### config.mk
export PLATFORM = sky130hd
export DESIGN_NAME = mgmt_spi_master
export DESIGN_NICKNAME = d
export VERILOG_FILES = /design/src/rtl/mgmt_spi_master.sv
export SDC_FILE = /design/constraint.sdc
export NUM_CORES = 1
export LEC_CHECK = 0
export ABC_CLOCK_PERIOD_IN_PS = 3590
export CAP_MARGIN = 15
export CORE_MARGIN = 5
export CORE_UTILIZATION = 50
export DETAILED_ROUTE_END_ITERATION = 10
export PLACE_DENSITY = 0.79
export SYNTH_ARGS = -nofsm -noshare
export SYNTH_HDL_FRONTEND = slang
export SYNTH_SLANG_ARGS = --single-unit
### constraint.sdc
create_clock -name core_clk -period 3.59 [get_ports core_clk]
set_input_delay 0.5385 -clock core_clk [delete_from_list [all_inputs] [get_ports core_clk]]
set_output_delay 0.5385 -clock core_clk [all_outputs]
set_load 0.01 [all_outputs]
### src/rtl/mgmt_spi_master.sv
// Byte-oriented SPI master (mode 0, MSB first) behind a 4-word register port.
// Latency: register access acknowledged one cycle after the strobe; a byte takes 16 SCK half-periods plus CS setup/hold.
// Backpressure: none; a TXDATA write while busy or disabled is dropped, so firmware polls STATUS.busy.
//
// Ports:
//   core_clk, core_rstn               clock, asynchronous active-low reset
//   reg_addr/wdata/we/re              register access (0=CTRL 1=STATUS 2=TXDATA 3=RXDATA)
//   reg_rdata/reg_ready               read data and one-cycle acknowledge
//   spi_sck/csb/sdo/sdoenb, spi_sdi   SPI pins
//   irq                               rx_valid gated by CTRL.irq_en
// Optional feature: define SPI_MASTER_LOOPBACK_EN to make CTRL[3] an internal sdo->sdi loopback.
module mgmt_spi_master #(
    parameter int CLKDIV_W     = 8,
    parameter int CLKDIV_RESET = 2
) (
    input  logic        core_clk,
    input  logic        core_rstn,
    input  logic [1:0]  reg_addr,
    input  logic [31:0] reg_wdata,
    input  logic        reg_we,
    input  logic        reg_re,
    output logic [31:0] reg_rdata,
    output logic        reg_ready,
    output logic        spi_sck,
    output logic        spi_csb,
    output logic        spi_sdo,
    input  logic        spi_sdi,
    output logic        spi_sdoenb,
    output logic        irq
);

    typedef enum logic [1:0] {
        ST_IDLE,
        ST_CS_SETUP,
        ST_SHIFT,
        ST_CS_HOLD
    } state_t;

    state_t r_state;
    state_t w_state_nxt;

    logic                r_enable;
    logic                r_cs_hold;
    logic                r_irq_en;
    logic [CLKDIV_W-1:0] r_div;
    logic [CLKDIV_W-1:0] r_div_lat;   // divider frozen for the transfer in flight
    logic [CLKDIV_W-1:0] r_cnt;
    logic [3:0]          r_half;      // half-period index within SHIFT
    logic [7:0]          r_tx;
    logic [7:0]          r_rx;
    logic [7:0]          r_rx_byte;
    logic                r_rx_valid;
    logic                r_sck;
    logic                r_csb;
    logic                r_ready;
    logic [31:0]         r_rdata;

    logic                w_ctrl_wr;
    logic                w_tx_wr;
    logic                w_rx_rd;
    logic                w_en_nxt;
    logic                w_hold_nxt;
    logic                w_tick;
    logic                w_start;
    logic                w_abort;
    logic                w_done;
    logic                w_shift_tick;
    logic                w_rise;
    logic                w_fall;
    logic                w_sdi;
    logic                w_loopback;
    logic [31:0]         w_rd_mux;
    logic                w_unused;

`ifdef SPI_MASTER_LOOPBACK_EN
    logic r_loopback;
    assign w_loopback = r_loopback;
    // Loopback samples the shifter's own MSB, which is exactly what is on spi_sdo.
    assign w_sdi      = r_loopback ? r_tx[7] : spi_sdi;
`else
    assign w_loopback = 1'b0;
    assign w_sdi      = spi_sdi;
`endif

    assign w_unused = ^reg_wdata[31:8+CLKDIV_W];

    assign w_ctrl_wr    = reg_we && (reg_addr == 2'd0);
    assign w_tx_wr      = reg_we && (reg_addr == 2'd2);
    assign w_rx_rd      = reg_re && (reg_addr == 2'd3);
    // Post-write values of enable/cs_hold let csb and abort react in the cycle after the CTRL write.
    assign w_en_nxt     = w_ctrl_wr ? reg_wdata[0] : r_enable;
    assign w_hold_nxt   = w_ctrl_wr ? reg_wdata[1] : r_cs_hold;
    assign w_tick       = (r_cnt == '0);
    assign w_start      = (r_state == ST_IDLE) && w_tx_wr && r_enable;
    assign w_abort      = (r_state != ST_IDLE) && !w_en_nxt;
    assign w_shift_tick = (r_state == ST_SHIFT) && w_tick;
    assign w_rise       = w_shift_tick && !r_half[0];
    assign w_fall       = w_shift_tick && r_half[0];

    always_ff @(posedge core_clk or negedge core_rstn) begin
        if (!core_rstn) begin
            r_state <= ST_IDLE;
        end else begin
            r_state <= w_state_nxt;
        end
    end

    always_comb begin
        w_state_nxt = r_state;
        w_done      = 1'b0;
        case (r_state)
            ST_IDLE: begin
                // With cs_hold keeping csb low, the setup half-period is skipped.
                if (w_start) begin
                    w_state_nxt = r_csb ? ST_CS_SETUP : ST_SHIFT;
                end
            end
            ST_CS_SETUP: begin
                if (w_tick) begin
                    w_state_nxt = ST_SHIFT;
                end
            end
            ST_SHIFT: begin
                if (w_tick && (r_half == 4'd15)) begin
                    if (r_cs_hold) begin
                        w_state_nxt = ST_IDLE;
                        w_done      = 1'b1;
                    end else begin
                        w_state_nxt = ST_CS_HOLD;
                    end
                end
            end
            ST_CS_HOLD: begin
                if (w_tick) begin
                    w_state_nxt = ST_IDLE;
                    w_done      = 1'b1;
                end
            end
            default: begin
                w_state_nxt = ST_IDLE;
            end
        endcase
        if (w_abort) begin
            w_state_nxt = ST_IDLE;
            w_done      = 1'b0;
        end
    end

    always_comb begin
        w_rd_mux = '0;
        case (reg_addr)
            2'd0: begin
                w_rd_mux[0]               = r_enable;
                w_rd_mux[1]               = r_cs_hold;
                w_rd_mux[2]               = r_irq_en;
                w_rd_mux[3]               = w_loopback;
                w_rd_mux[8 +: CLKDIV_W]   = r_div;
            end
            2'd1: begin
                w_rd_mux[0] = (r_state != ST_IDLE);
                w_rd_mux[1] = r_rx_valid;
            end
            2'd3: begin
                w_rd_mux[7:0] = r_rx_byte;
            end
            default: begin
                w_rd_mux = '0;
            end
        endcase
    end

    always_ff @(posedge core_clk or negedge core_rstn) begin
        if (!core_rstn) begin
            r_enable   <= 1'b0;
            r_cs_hold  <= 1'b0;
            r_irq_en   <= 1'b0;
            r_div      <= CLKDIV_W'(CLKDIV_RESET);
            r_div_lat  <= CLKDIV_W'(CLKDIV_RESET);
            r_cnt      <= '0;
            r_half     <= '0;
            r_tx       <= '0;
            r_rx       <= '0;
            r_rx_byte  <= '0;
            r_rx_valid <= 1'b0;
            r_sck      <= 1'b0;
            r_csb      <= 1'b1;
            r_ready    <= 1'b0;
            r_rdata    <= '0;
`ifdef SPI_MASTER_LOOPBACK_EN
            r_loopback <= 1'b0;
`endif
        end else begin
            if (w_ctrl_wr) begin
                r_enable  <= reg_wdata[0];
                r_cs_hold <= reg_wdata[1];
                r_irq_en  <= reg_wdata[2];
                r_div     <= reg_wdata[8 +: CLKDIV_W];
`ifdef SPI_MASTER_LOOPBACK_EN
                r_loopback <= reg_wdata[3];
`endif
            end

            // Half-period timer: runs only while a transfer is in flight.
            if (w_start) begin
                r_div_lat <= r_div;
                r_cnt     <= r_div;
                r_half    <= '0;
            end else if (r_state != ST_IDLE) begin
                r_cnt <= w_tick ? r_div_lat : r_cnt - 1'b1;
                if (w_shift_tick) begin
                    r_half <= r_half + 1'b1;
                end
            end

            // Loading the byte puts bit7 on spi_sdo ahead of the first rising edge.
            if (w_start) begin
                r_tx <= reg_wdata[7:0];
            end else if (w_fall) begin
                r_tx <= {r_tx[6:0], 1'b0};
            end

            if (w_rise) begin
                r_rx <= {r_rx[6:0], w_sdi};
            end

            if (w_abort) begin
                r_sck <= 1'b0;
            end else if (w_shift_tick) begin
                r_sck <= ~r_sck;
            end

            if (w_abort) begin
                r_csb <= 1'b1;
            end else if (w_start) begin
                r_csb <= 1'b0;
            end else if ((r_state == ST_CS_HOLD) && w_tick) begin
                r_csb <= 1'b1;
            end else if ((r_state == ST_IDLE) && (!w_en_nxt || !w_hold_nxt)) begin
                r_csb <= 1'b1;
            end

            // Completion wins over a same-cycle RXDATA read; the read still sees the old byte.
            if (w_done) begin
                r_rx_byte  <= r_rx;
                r_rx_valid <= 1'b1;
            end else if (w_rx_rd) begin
                r_rx_valid <= 1'b0;
            end

            r_ready <= reg_we || reg_re;
            r_rdata <= reg_re ? w_rd_mux : 32'd0;
        end
    end

    assign reg_rdata  = r_rdata;
    assign reg_ready  = r_ready;
    assign spi_sck    = r_sck;
    assign spi_csb    = r_csb;
    assign spi_sdo    = r_tx[7];
    assign spi_sdoenb = r_csb;
    assign irq        = r_rx_valid && r_irq_en;

endmodule

=== Word-level counts from Yosys, hierarchy flattened ===
Cells that the tools add are included.

* Bits in registers: 77
* Latch bits: 0
* Memory bits (writable): 0
* Bits in read-only memories: 0
* Input bits: 39
* Output and inout port bits: 38
* Word-level logic and storage cells: 96
* Memories: 0

* $add $sub $neg: 2
* Multipliers: 0
* Divide/modulo/power cells: 0
* $lt $le $gt $ge: 0
* Equal/unequal tests: 11
* Shift-type cells: 0
* Multiplexer cells: 36
* Bitwise gates (word level): 1
* Reduce and logical (&&, ||, !) cells: 30

{| class="wikitable"
|+ Operators with widths
! cell !! count
|-
| 2-to-1 mux 8 bit || 6
|-
| 2-to-1 mux 16 bit || 1
|-
| 2-to-1 mux 4 bit || 4
|-
| 2-to-1 mux 1 bit || 14
|-
| 2-to-1 mux 2 bit || 7
|-
| logical AND 1 bit || 13
|-
| nonzero test 2 bit || 6
|-
| != test 3 bit (second input constant) || 3
|-
| == test 2 bit (second input constant) || 4
|-
| zero test 8 bit || 1
|-
| case mux 2 bit (4 select lines) || 1
|-
| subtractor 8 x 1 -> 8 bit (second input constant) || 1
|-
| case mux 2 bit (3 select lines) || 1
|-
| adder 4 x 1 -> 4 bit (second input constant) || 1
|-
| == test 2 x 1 -> 1 bit (second input constant) || 2
|-
| == test 4 bit (second input constant) || 1
|-
| zero test 2 bit || 2
|-
| case mux 2 bit (2 select lines) || 1
|-
| AND reduction 4 bit || 1
|-
| nonzero test 4 bit || 1
|-
| zero test 1 bit || 3
|-
| != test 3 x 2 -> 1 bit (second input constant) || 1
|-
| logical OR 1 bit || 2
|-
| case mux 1 bit (2 select lines) || 1
|-
| 2 further kinds || 2
|}

=== Logic depth before layout (Yosys ltp) ===
Gate-level depths: netlist (run 1).

* Depth in word-level cells: 10
* Gate-level depth with buffers: 8
* Gate-level depth less buffers: 7

=== Least setup slack after synthesis (run 1) ===
No wires, ideal clock.

* Path type: reg2reg
* Start point: register r_cnt[0]
* End point: register r_tx[1]
* Setup time: 0.125 ns
* Arrival time: 2.055 ns
* Data required time: 3.465 ns
* Slack: 1.410 ns
* Stages on the path, launching flop included: 7
* Path buffers: 0
* Period minus slack after synthesis: 2.180 ns
* Cells stage by stage: dfrtp_1 -> inv_1 -> ha_1 -> nor3b_2 -> nand3_1 -> o21ai_2 -> mux2_2

* Longest elaborated chain between the ends: 4

{| class="wikitable"
|+ Ends and longest elaborated chain
! element !! line !! source
|-
| start, declared || 47 || <nowiki>logic [CLKDIV_W-1:0] r_cnt;</nowiki>
|-
| start signal, assigned || 206 || <nowiki>r_cnt <= r_div;</nowiki>
|-
| start signal, assigned || 209 || <nowiki>r_cnt <= w_tick ? r_div_lat : r_cnt - 1'b1;</nowiki>
|-
| zero test 8 bit || 93 || <nowiki>assign w_tick = (r_cnt == '0);</nowiki>
|-
| logical AND 1 bit || 96 || <nowiki>assign w_shift_tick = (r_state == ST_SHIFT) && w_tick;</nowiki>
|-
| logical AND 1 bit || 98 || <nowiki>assign w_fall = w_shift_tick && r_half[0];</nowiki>
|-
| nonzero test 2 bit (no line) || - ||
|-
| end signal, assigned || 217 || <nowiki>r_tx <= reg_wdata[7:0];</nowiki>
|-
| end signal, assigned || 219 || <nowiki>r_tx <= {r_tx[6:0], 1'b0};</nowiki>
|-
| end, declared || 49 || <nowiki>logic [7:0] r_tx;</nowiki>
|}

No other way between the ends.
A chain may end at the register's enable or synchronous reset.

=== Worst setup path after layout (run 1) ===
* Start point: input port reg_addr[0]
* End point: register r_rx_byte[4]

* Longest elaborated chain between the ends: 6

{| class="wikitable"
|+ Ends and longest elaborated chain
! element !! line !! source
|-
| start, declared || 18 || <nowiki>input logic [1:0] reg_addr,</nowiki>
|-
| zero test 2 bit || 87 || <nowiki>assign w_ctrl_wr = reg_we && (reg_addr == 2'd0);</nowiki>
|-
| logical AND 1 bit || 87 ||
|-
| 2-to-1 mux 1 bit || - ||
|-
| zero test 1 bit || 95 || <nowiki>assign w_abort = (r_state != ST_IDLE) && !w_en_nxt;</nowiki>
|-
| logical AND 1 bit || 95 ||
|-
| 2-to-1 mux 1 bit || 143 || <nowiki>if (w_abort) begin</nowiki>
|-
| end signal, assigned || 244 || <nowiki>r_rx_byte <= r_rx;</nowiki>
|-
| end, declared || 51 || <nowiki>logic [7:0] r_rx_byte;</nowiki>
|}

No other way between the ends.

==> results.txt, run 1 <==
- The flow ran to the end, and the final reports show no timing, DRC or antenna violations.
- IR analysis of the VDD net gives a maximum drop of 0.289 mV.
* Grt total ovfl: 0
- Relative area change from synthesis to final layout: 17.8%
- At the pin with the least slew margin, the transition time is 0.942 ns.
- Async set or reset register ratio after synthesis: 100%
- The path class of the tightest hold or removal check is primary input to asynchronous set/reset pin.
- The initial utilization of the core area, before any placement, comes to 52.2%.
- TritonCTS built the clock tree.
- Series of cell instances along the critical path: clkdlybuf4s50_1 -> inv_1 -> ha_1 -> nand2_1 -> mux2i_1 -> nor4b_4 -> mux2_2
- In the synthesized netlist the dominant register cell turns out to be sky130_fd_sc_hd__dfrtp_1.
* Area fraction of the dominant cell type after synthesis: 51.7%
* Number of buffers added to fix hold violations after cts: 0
- Startpoint-to-endpoint class of the critical path: primary input to register
- In this run, distinct cell masters in the synthesized netlist total 45.
* Number of CTS-inserted buffers: 9
- Number of endpoints with negative hold slack in the final report: 0
* Minimum clock period after layout: 2.48 ns
- Number of global-route vias before repair: 2431
- The average instance in the mapped netlist occupies 11.7 µm².
* CP Max Fanout: 9
- The root buffer cell chosen for the clock tree is sky130_fd_sc_hd__clkbuf_8.
- Via density per instance: 5.22
* Dominant cell by count in the synthesized netlist: sky130_fd_sc_hd__dfrtp_1
- Static timing analysis puts the maximum clock frequency at 403 MHz.
- Cell area after synthesis: 3580 µm²
* Leakage power figure: 2.04 nW
* Final ANT Viol Nets: 0
* Clock Skew: 0.00690 ns
- Filler cells: 563
- For this run, the share of the core covered by cells in the final layout is 61.5%.
- Most used standard cells in the synthesized netlist: sky130_fd_sc_hd__dfrtp_1, sky130_fd_sc_hd__mux2_2, sky130_fd_sc_hd__nand2_1
- Overall Global Routing Usage: 17.3%
- After routing, the total negative slack on setup checks comes to 0 ns.
* Dominant cell type by area after synthesis: sky130_fd_sc_hd__dfrtp_1
- Sorting the synthesized cells by area gives the leading types as sky130_fd_sc_hd__dfrtp_1, sky130_fd_sc_hd__mux2_2, sky130_fd_sc_hd__nand2_1.
- Deepest clock path buffer count: 2
- In the routed design, unresolved DRC markers number 0.
- The initial antenna violation count came to 0.
- At the worst endpoint, the arrival time is 2.72 ns.
- Worst-path clk slew: 0.08 ns
* Detail Placement HPWL: 5010 µm
- CTS resizes: 0
- In this run, synthesis produced a sequential element count of 77.
* Routed WL per cell: 15.7 µm
* Max_slew headroom: 37.2%
- For this design the top-level I/O count stands at 77.
- Die outline height: 94.7 µm
- Slowest Stage Delay on Critical Path: 0.64 ns
- For the worst setup path, the data required time is 3.82 ns.
* Final weighted congestion in routability-driven placement: 0.825
- Number of buffers added on ports: 44
- The final layout contains 400 nets.
- Summing all non-filler instances in the final layout gives an area of 4220 µm².
- Floorplan die area: 8960 µm²
- Vias after detailed routing: 2373
* Source-to-sink clock delay at the later pin of the worst-skew pair: 0.34 ns
* Buffers plus inverters on the worst setup path: 2
* Slowest library cell on the worst path: sky130_fd_sc_hd__nor4b_4
- In this run the register-to-register setup slack is 1.11 ns.
- Max Transition Viols Final: 0
- Cells after Synth: 307
- Wire length of the first global-routing pass: 11900 µm
* Category of cells accounting for the largest share of critical-path delay: simple AND/OR/NAND/NOR gates
- Setup repair after global routing left no endpoint under its margin.
- Number of buffers inserted by post-CTS setup repair: 0
- STA classifies the critical path startpoint as a primary input.
- CP Capture Type: register
- In this run, synthesis inferred 0 flip-flops with an integrated enable.
* Pin count of the biggest net entering global routing: 78
- The die is 94.7 µm wide.
- Proportion of layout cells with a drive suffix above 1: 20.9%
- Clock tree synthesis found a total of 77 sinks.
* Fraction of the yosys area taken by sequential cells: 53.9%
- DRT iter0 DRCs: 130
* Synthesis Warnings: 0
- Final wirelength: 7120 µm
- Final count of negative-setup-slack endpoints: 0
* H-Tree Level Count: 3
- In this run the standard cell core region covers 6870 µm².
- Placement-stage cell area: 4070 µm²
- Of the available clock period, the critical path in the final layout requires 69.2%.
- For this design the ratio of total power to cell area is 520 nW/µm².
* Row cnt: 30
- Number of maximum-capacitance constraint violations: 0
* Number of detailed-routing iterations run before antenna repair: 4
- The number of antenna diodes in the final layout is 0.
## final timing paths
| check | from | endpoint | cells after the start |
|---|---|---|---|
| max in group asynchronous | core_rstn | r_cs_hold | 1 |
| setup / recovery | reg_addr[0] | r_rx_byte[4] | 7 |
| setup reg to reg | r_cnt[2] | r_tx[7] | 4 |
| hold reg to reg | r_div_lat[1] | r_div_lat[1] | 2 |
| min in group core_clk | r_div_lat[1] | r_div_lat[1] | 2 |
| hold / removal | core_rstn | reg_rdata[9] | 1 |
## per-layer routing
metal,routed length [µm],part of all wire (%),vias to the layer above,GRT usage [%]
li1,-,-,1141,-
met1,3050,43,1158,21.6
met2,3570,50,64,28.4
met3,403,5.7,10,5.50
met4,95,1.3,0,5.89
met5,0,0,-,0
## cells in the final DEF (no fill, tap or decap), drive strengths merged, types with 2 or more instances in the layout
cell	n
nor3b	5
a21oi	9
and3	14
or4	2
a222oi	2
a211oi	3
o22ai	4
o211ai	6
ha	7
nand4b	2
o21ai	10
mux2i	6
and2	2
xnor2	2
nand3	7
mux2	43
xor2	2
nand2	37
inv	8
o31ai	2
conb	16
buf	7
or2	3
a21o	2
clkbuf	13
dfrtp	74
clkinv	3
nor2	9
nor2b	3
clkdlybuf4s50	43
dfstp	3
## through the flow
step                      hold WS [ns]  total power [mW]  instances  setup slack, ns
after floorplan                  0.243              1.51        322             1.41
after global placement           0.449              1.64        439            0.786
after detailed placement         0.457              1.67        439            0.728
after CTS                        0.364              2.22        455             1.10
after global routing             0.415              2.34        455            0.984
final                            0.344              2.20        455             1.11
## sequential cells by signal, summed over array words and instances, names as in the netlist
name,cells
r_enable,1
spi_sck,1
r_rx_byte,8
spi_csb,1
r_div_lat,8
reg_rdata,16
r_div,8
r_cs_hold,1
r_state,2
r_irq_en,1
r_tx,8
r_half,4
reg_ready,1
r_cnt,8
r_rx_valid,1
r_rx,8
## kinds of logic (layout without fill, tap and decap cells)
kind of cell | count (synthesis) | after routing | share of synthesized area, %
compound gates | 43 | 43 | 7.93
xor+xnor | 4 | 4 | 0.978
fa+ha+maj | 7 | 7 | 2.44
buf+inv | 37 | 74 | 5.73
flops | 77 | 77 | 53.9
mux | 49 | 49 | 15.2
other cells | 1 | 16 | 0.105
simple gates | 89 | 89 | 13.8
## area by class of cell
cell class                      instances  area, µm²  share of cell area [%]
Sequential cell                        77       1930                    45.7
Tap cell                               96        120                    2.85
Clock buffer                           13        139                    3.29
Timing Repair Buffer                   50        483                    11.4
Clock inverter                          3       15.0                   0.356
Multi-Input combinational cell        208       1500                    35.6
Inverter                                8       30.0                   0.711
## power by group
part           total [mW]  switching (mW)  internal [mW]
Sequential           1.17           0.147           1.02
Clock               0.539           0.290          0.249
Combinational       0.488           0.236          0.252
Total                2.20           0.673           1.52
Note: power is estimated with default switching activity, not from simulation.
==> run 2, diff against run 1 <==
- ABC_CLOCK_PERIOD_IN_PS: 3590 -> 2600
- clock period: 3.59 -> 2.6 ns (I/O delays scaled with it)
==> results.txt, run 2 (synthesis results as in run 1) <==
- Via density per instance: 5.28
- Headroom to the max-slew limit came out at 37.5%.
* Worst supply voltage drop on vdd: 0.530 mV
* Placement-stage cell area: 4110 µm²
- Overall Global Routing Usage: 17.8%
- Commonest cells after routing, fill and taps aside: sky130_fd_sc_hd__dfrtp_1, sky130_fd_sc_hd__mux2_2, sky130_fd_sc_hd__clkdlybuf4s50_1
- Proportion of layout cells with a drive suffix above 1: 23.3%
* Number of buffers added on ports: 44
- Once the clock tree was built, the setup fixing pass inserted 0 buffers.
* Final weighted congestion in routability-driven placement: 0.826
* Pin count of the biggest net entering global routing: 78
* Max reg flops: 16
- The number of max-slew violations in the final report was 0.
- Pin placement for this block handled 77 I/O pins.
* Initial standard-cell utilization of the core: 52.2%
* Floorplan die area: 8960 µm²
- STA classifies the critical path endpoint as a register.
* Diodes inserted: 0
- Number of antenna violations at the first check in global routing: 0
- The first global-routing pass estimated 12100 µm of wire.
- Minimum clock period after layout: 2.25 ns
* Critical path launch point type: register
* Final count of negative-setup-slack endpoints: 0
* Final wirelength: 7250 µm
* Row cnt: 30
* Number of remaining DRC errors: 0
- Vias after detailed routing: 2434
* Final period util: 86.7%
* Maximum clock frequency: 444 MHz
- Aggregate negative setup slack: 0 ns
- Arrival time of data at the critical path endpoint: 2.50 ns
- Slowest Stage Delay on Critical Path: 0.42 ns
* Core footprint: 6870 µm²
* Series of cell instances along the critical path: inv_1 -> ha_1 -> nor3b_2 -> buf_4 -> nand2_4 -> nor4b_4 -> buf_4 -> mux2_2
- CP most frequent cell: sky130_fd_sc_hd__buf_4
- In this run the worst hold path is classified as primary input to asynchronous set/reset pin.
- Startpoint-to-endpoint class of the critical path: register to register
- Number of clock sinks: 77
- Clock Skew: 0.0135 ns
- Relative area change from synthesis to final layout: 20.0%
- CTS tree: yes
- Dividing the detail-routed wire length by the instance count gives 15.7 µm.
* Tightest Pin Transition: 0.937 ns
- Req. time, crit path: 2.85 ns
- Post-route core utilization: 62.6%
- Number of detailed-routing iterations run before antenna repair: 4
- After routing the design area is 4300 µm².
* Cell at the root of the clock tree: sky130_fd_sc_hd__clkbuf_8
* Setup repair after global routing missed its margin: no
- After the last flow step, the layout net total stands at 406.
* Worst-path clk slew: 0.09 ns
- Number of endpoints with negative hold slack in the final report: 0
* Die outline height: 94.7 µm
- The clock tree synthesis step divided the H-tree into 3 levels.
- After global routing the overflow that remains totals 0.
- Final ANT Viol Nets: 0
* Status: complete, no violations
* Most common cell after layout, fill and taps aside: sky130_fd_sc_hd__dfrtp_1
- Summed over all nets, the half-perimeter wirelength after detailed placement is 5240 µm.
- CTS resizes: 0
* Deepest clock path buffer count: 2
- Slowest library cell on the worst path: sky130_fd_sc_hd__dfrtp_1
- WHS: 0.158 ns
- Of all nets on the critical path, the largest fanout is 9.
- Number of maximum-capacitance constraint violations: 0
- Leakage power figure: 2.08 nW
- The number of global-route vias before repair was 2486.
* Horiz. Die Dim: 94.7 µm
* Areal power density over the cells: 738 nW/µm²
* Source-to-sink clock delay at the later pin of the worst-skew pair: 0.37 ns
- TritonCTS created 9 clock buffers.
- The first routing iteration left 139 violations.
- Number of buffers added to fix hold violations after cts: 0
==> run 2: cell types whose count changed in the layout (fill, tap and decap cells not counted), sizes merged <==
cell	before	now
buf	7	13
inv	8	13
clkbuf	13	9
clkinv	3	1
clkinvlp	0	1
==> run 2: metrics by stage <==
stage | setup WS, ns | power (mW) | std cells
after detailed placement | 0.166 | 2.33 | 445
after global routing | 0.160 | 3.38 | 461
after global placement | 0.193 | 2.29 | 445
final | 0.346 | 3.17 | 461
after floorplan | 0.420 | 2.09 | 322
after CTS | 0.364 | 3.20 | 461
==> run 2: layout make-up <==
cell class                      instances  area [µm²]
Fill cell                             567        2570
Sequential cell                        77        1930
Multi-Input combinational cell        208        1500
Timing Repair Buffer                   56         528
Clock buffer                            9         124
Tap cell                               96         120
Clock inverter                          7        62.6
Inverter                                8        30.0
==> run 2: layer usage <==
metal | vias to the layer above | GRT usage, % | part of all wire, % | routed length (µm)
li1 | 1150 | - | - | -
met1 | 1208 | 21.7 | 42 | 3040
met2 | 68 | 30.0 | 51 | 3680
met3 | 8 | 5.50 | 5.9 | 425
met4 | 0 | 6.13 | 1.4 | 101
met5 | - | 0 | 0 | 0
==> run 2: final timing paths <==
check                              from       endpoint  slack (ns)  cells after the start
setup / recovery               r_cnt[0]   r_rx_byte[3]        0.35                      8
hold / removal                core_rstn  reg_rdata[10]        0.16                      1
setup reg to reg               r_cnt[0]   r_rx_byte[3]        0.35                      8
hold reg to reg            r_div_lat[1]   r_div_lat[1]        0.47                      2
max in group asynchronous     core_rstn      r_half[1]        1.83                      1
min in group core_clk      r_div_lat[1]   r_div_lat[1]        0.47                      2
==> run 2: worst max-delay path: cells and delay by family (launching register included) <==
kind	cells	cell delay [ns]
adder cells (fa/ha/maj)	1	0.19
buffers and inverters	3	0.52
flip-flops	1	0.42
multiplexers	1	0.34
AND/OR/NAND/NOR	3	0.66
==> run 2: power breakdown <==
part           internal [mW]  switching [mW]
clock network          0.368           0.494
registers               1.41           0.209
logic                  0.364           0.327
total                   2.14            1.03
==> run 3, diff against run 2 <==
- ABC_AREA: not set -> 1
- CORE_UTILIZATION: 50 -> 42
- PLACE_DENSITY: 0.79 -> 0.67
==> results.txt, run 3 <==
- The flow ran to the end, but the final reports show violations.
* Failing checks: hold timing
* Cells taking the most area after synthesis: sky130_fd_sc_hd__dfrtp_1, sky130_fd_sc_hd__nand2_1, sky130_fd_sc_hd__nand3_1
- Counting distinct cell types in the post-synthesis netlist gives 34.
- Final Power: 3.69 mW
* Final weighted congestion in routability-driven placement: 0.820
- EDFF count, synth: 0
- Measured against its own limit, the worst slew margin works out to 66.6%.
- The total overflow left after global routing is 0.
* Initial standard-cell utilization of the core: 43.4%
* Slowest Stage Delay on Critical Path: 0.53 ns
* Buffers plus inverters on the worst setup path: 2
- Of all nets on the critical path, the largest fanout is 11.
- Minimum clock period after layout: 1.95 ns
- Cell Count, Final, Fillers Out: 610
- Post-Place Cells: 594
- For this design the top-level I/O count stands at 77.
- After detailed routing, the number of remaining DRC violations is 0.
* DRT iter0 DRCs: 135
* Number of antenna violations at the first check in global routing: 0
- The die covers 11100 µm².
* CTS tree: yes
- Grouping stages by cell kind, the critical path spends the most delay in simple AND/OR/NAND/NOR gates.
* Final ANT Viol Nets: 0
- Detailed routing inserted a total of 2925 vias.
- With fillers left out, the area of the finished cells amounts to 4520 µm².
- The final critical path takes up 74.9% of the cycle.
- For the pin with the worst max-slew slack, the measured transition is 0.501 ns.
- Diodes inserted: 0
* Flip-flop and latch count after synthesis: 77
* Clock Skew: 0.00789 ns
* Detail Placement HPWL: 5660 µm
- Dominant cell by count in the synthesized netlist: sky130_fd_sc_hd__nand2_1
- Wire length of the first global-routing pass: 13300 µm
* Arrival time of data at the critical path endpoint: 2.19 ns
* Maximum clock frequency: 513 MHz
- Areal power density over the cells: 817 nW/µm²
- Hold timing on the final database bottoms out at a slack of -0.00332 ns.
* Number of buffers added on ports: 44
- Setup total negative slack on the finished layout was measured at 0 ns.
- Row cnt: 34
- By instance count, the cell type seen most on the critical path is sky130_fd_sc_hd__nand2_1.
* Critical path launch point type: primary input
- Number of buffers added to fix hold violations after cts: 0
- Number of CTS-inserted buffers: 9
- The net count of the finished layout is 543.
- Across the run, the number of max-cap violations was 0.
- Commonest cells after routing, fill and taps aside: sky130_fd_sc_hd__nand2_1, sky130_fd_sc_hd__dfrtp_1, sky130_fd_sc_hd__nand3_1
- The Yosys step of the flow raised 0 warnings.
- Counting every instance in the synthesized netlist gives 450.
* Placement-stage cell area: 4280 µm²
- Mean Syn Cell Area: 8.49 µm²
- The core region is 8810 µm².
* Max reg flops: 16
* Final count of negative-setup-slack endpoints: 0
* CTS resizes: 0
- The tree is rooted in a sky130_fd_sc_hd__clkbuf_8.
* Source-to-sink clock delay at the later pin of the worst-skew pair: 0.35 ns
- H-Tree Level Count: 3
- Startpoint-to-endpoint class of the critical path: primary input to register
- Sequential elements use 50.5% of the synthesized area.
- Horiz. Die Dim: 105 µm
* Leakage power figure: 2.38 nW
- Counting the fill cells in the layout gives 824.
- For this run, the leading register cell type out of synthesis is sky130_fd_sc_hd__dfrtp_1.
- Number of detailed-routing iterations run before antenna repair: 4
- Number of endpoints with negative hold slack in the final report: 2
- After synthesis, the share of flip-flops with an asynchronous set or reset is 100%.
- After detailed routing, the number of vias per cell comes to 4.80.
* Deepest clock path buffer count: 2
* Worst-path clk slew: 0.08 ns
- Measured along the y axis, the die boundary spans 105 µm.
* Worst supply voltage drop on vdd: 0.389 mV
- Setup repair after global routing missed its margin: no
- From synthesis to final layout, the design area changed by 18.3%.
- Kind of path behind the tightest hold check: primary input to asynchronous set/reset pin
* Cell area after synthesis: 3820 µm²
* Number of global-route vias before repair: 2871
- Area fraction of the dominant cell type after synthesis: 48.5%
- The biggest area contributor in the post-synthesis netlist is sky130_fd_sc_hd__dfrtp_1.
- Data on the critical path is required at its endpoint by 2.84 ns.
* Final wirelength: 7820 µm
- For this design, the sink count on the clock tree is 77.
- Pin count of the biggest net entering global routing: 42
* CP Capture Type: register
* Max Transition Viols Final: 0
- Walking the worst path, the cells encountered are clkdlybuf4s50_1 -> inv_1 -> ha_1 -> nand2_1 -> nand2_1 -> nand3_2 -> nand4_4 -> nand2_1 -> nand2_1.
- The library cell used most frequently in the layout, excluding fill and tap cells, is sky130_fd_sc_hd__nand2_1.
* Routed WL per cell: 12.8 µm
- In this run the post-CTS setup repair buffer count came out at 0.
* Slowest library cell on the worst path: sky130_fd_sc_hd__clkdlybuf4s50_1
- Sorting the synthesized cells by how often they occur yields sky130_fd_sc_hd__nand2_1, sky130_fd_sc_hd__dfrtp_1, sky130_fd_sc_hd__nand3_1.
- For this run, the total global-route usage over all layers was measured as 14.7%.
- The post-route netlist has 10.8% of its cells at a drive strength greater than 1.
==> run 3: changes by cell type in the layout (fill, tap and decap cells not counted), moves of 5 or more <==
cell                      delta
sky130_fd_sc_hd__a21oi_1     +5
sky130_fd_sc_hd__and3_1     -14
sky130_fd_sc_hd__buf_4       -8
sky130_fd_sc_hd__inv_1      +42
sky130_fd_sc_hd__mux2_2     -42
sky130_fd_sc_hd__mux2i_1     -6
sky130_fd_sc_hd__nand2_1    +97
sky130_fd_sc_hd__nand3_1    +44
sky130_fd_sc_hd__nor2_1     +24
sky130_fd_sc_hd__o21ai_0     +9
sky130_fd_sc_hd__o21ai_2     +6
==> run 3: layout make-up <==
type,instances,area [µm²],area share (%)
Multi-Input combinational cell,306,1520,33.7
Clock buffer,10,128,2.82
Timing Repair Buffer,49,488,10.8
Clock inverter,6,111,2.46
Tap cell,108,135,2.99
Inverter,54,205,4.54
Sequential cell,77,1930,42.7
==> run 3: routing by layer <==
metal	up-vias	track usage [%]	part of all wire (%)
met5	-	0	0
met4	0	7.12	2.0
met3	11	2.57	4.6
met2	72	23.1	46
met1	1371	19.7	47
li1	1471	-	-
==> run 3: path summary, 6_finish.rpt <==
check / startpoint / endpoint / depth (start not counted) / slack (ns)
min in group core_clk: r_rx_byte[3] / r_rx_byte[3] / 2 / 0.48
min: core_rstn / r_rx[0] / 1 / -0.003
max: reg_addr[1] / r_rx_byte[2] / 9 / 0.65
max reg2reg: r_cnt[0] / spi_sck / 9 / 0.83
min reg2reg: r_rx_byte[3] / r_rx_byte[3] / 2 / 0.48
max in group asynchronous: core_rstn / spi_csb / 2 / 1.95
==> run 3: kinds of logic after synthesis <==
family	after synthesis	share of synthesized area, %
other	1	0.0982
XOR/XNOR	3	0.688
flip-flops	77	50.5
adder cells (fa/ha/maj)	7	2.29
buffers and inverters	82	11.1
multiplexers	1	0.295
AND/OR/NAND/NOR	236	28.5
AO/OA/AOI/OAI	43	6.52
==> run 3: power by group <==
group / total, mW / switching, mW / leakage (nW) / internal [mW]
Sequential: 1.56 / 0.139 / 0.994 / 1.42
Combinational: 1.06 / 0.674 / 1.27 / 0.382
Clock: 1.08 / 0.446 / 0.116 / 0.638
==> run 3: stage by stage <==
stage / utilization (%) / hold WS [ns] / setup WS (ns)
floorplan: - / 0.0944 / 1.16
global route: 51.3 / 0.0368 / 0.470
detailed placement: 48.6 / 0.395 / 0.288
finish: 51.3 / -0.00332 / 0.652
global placement: 48.6 / 0.395 / 0.325
CTS: 51.3 / 0.0108 / 0.645
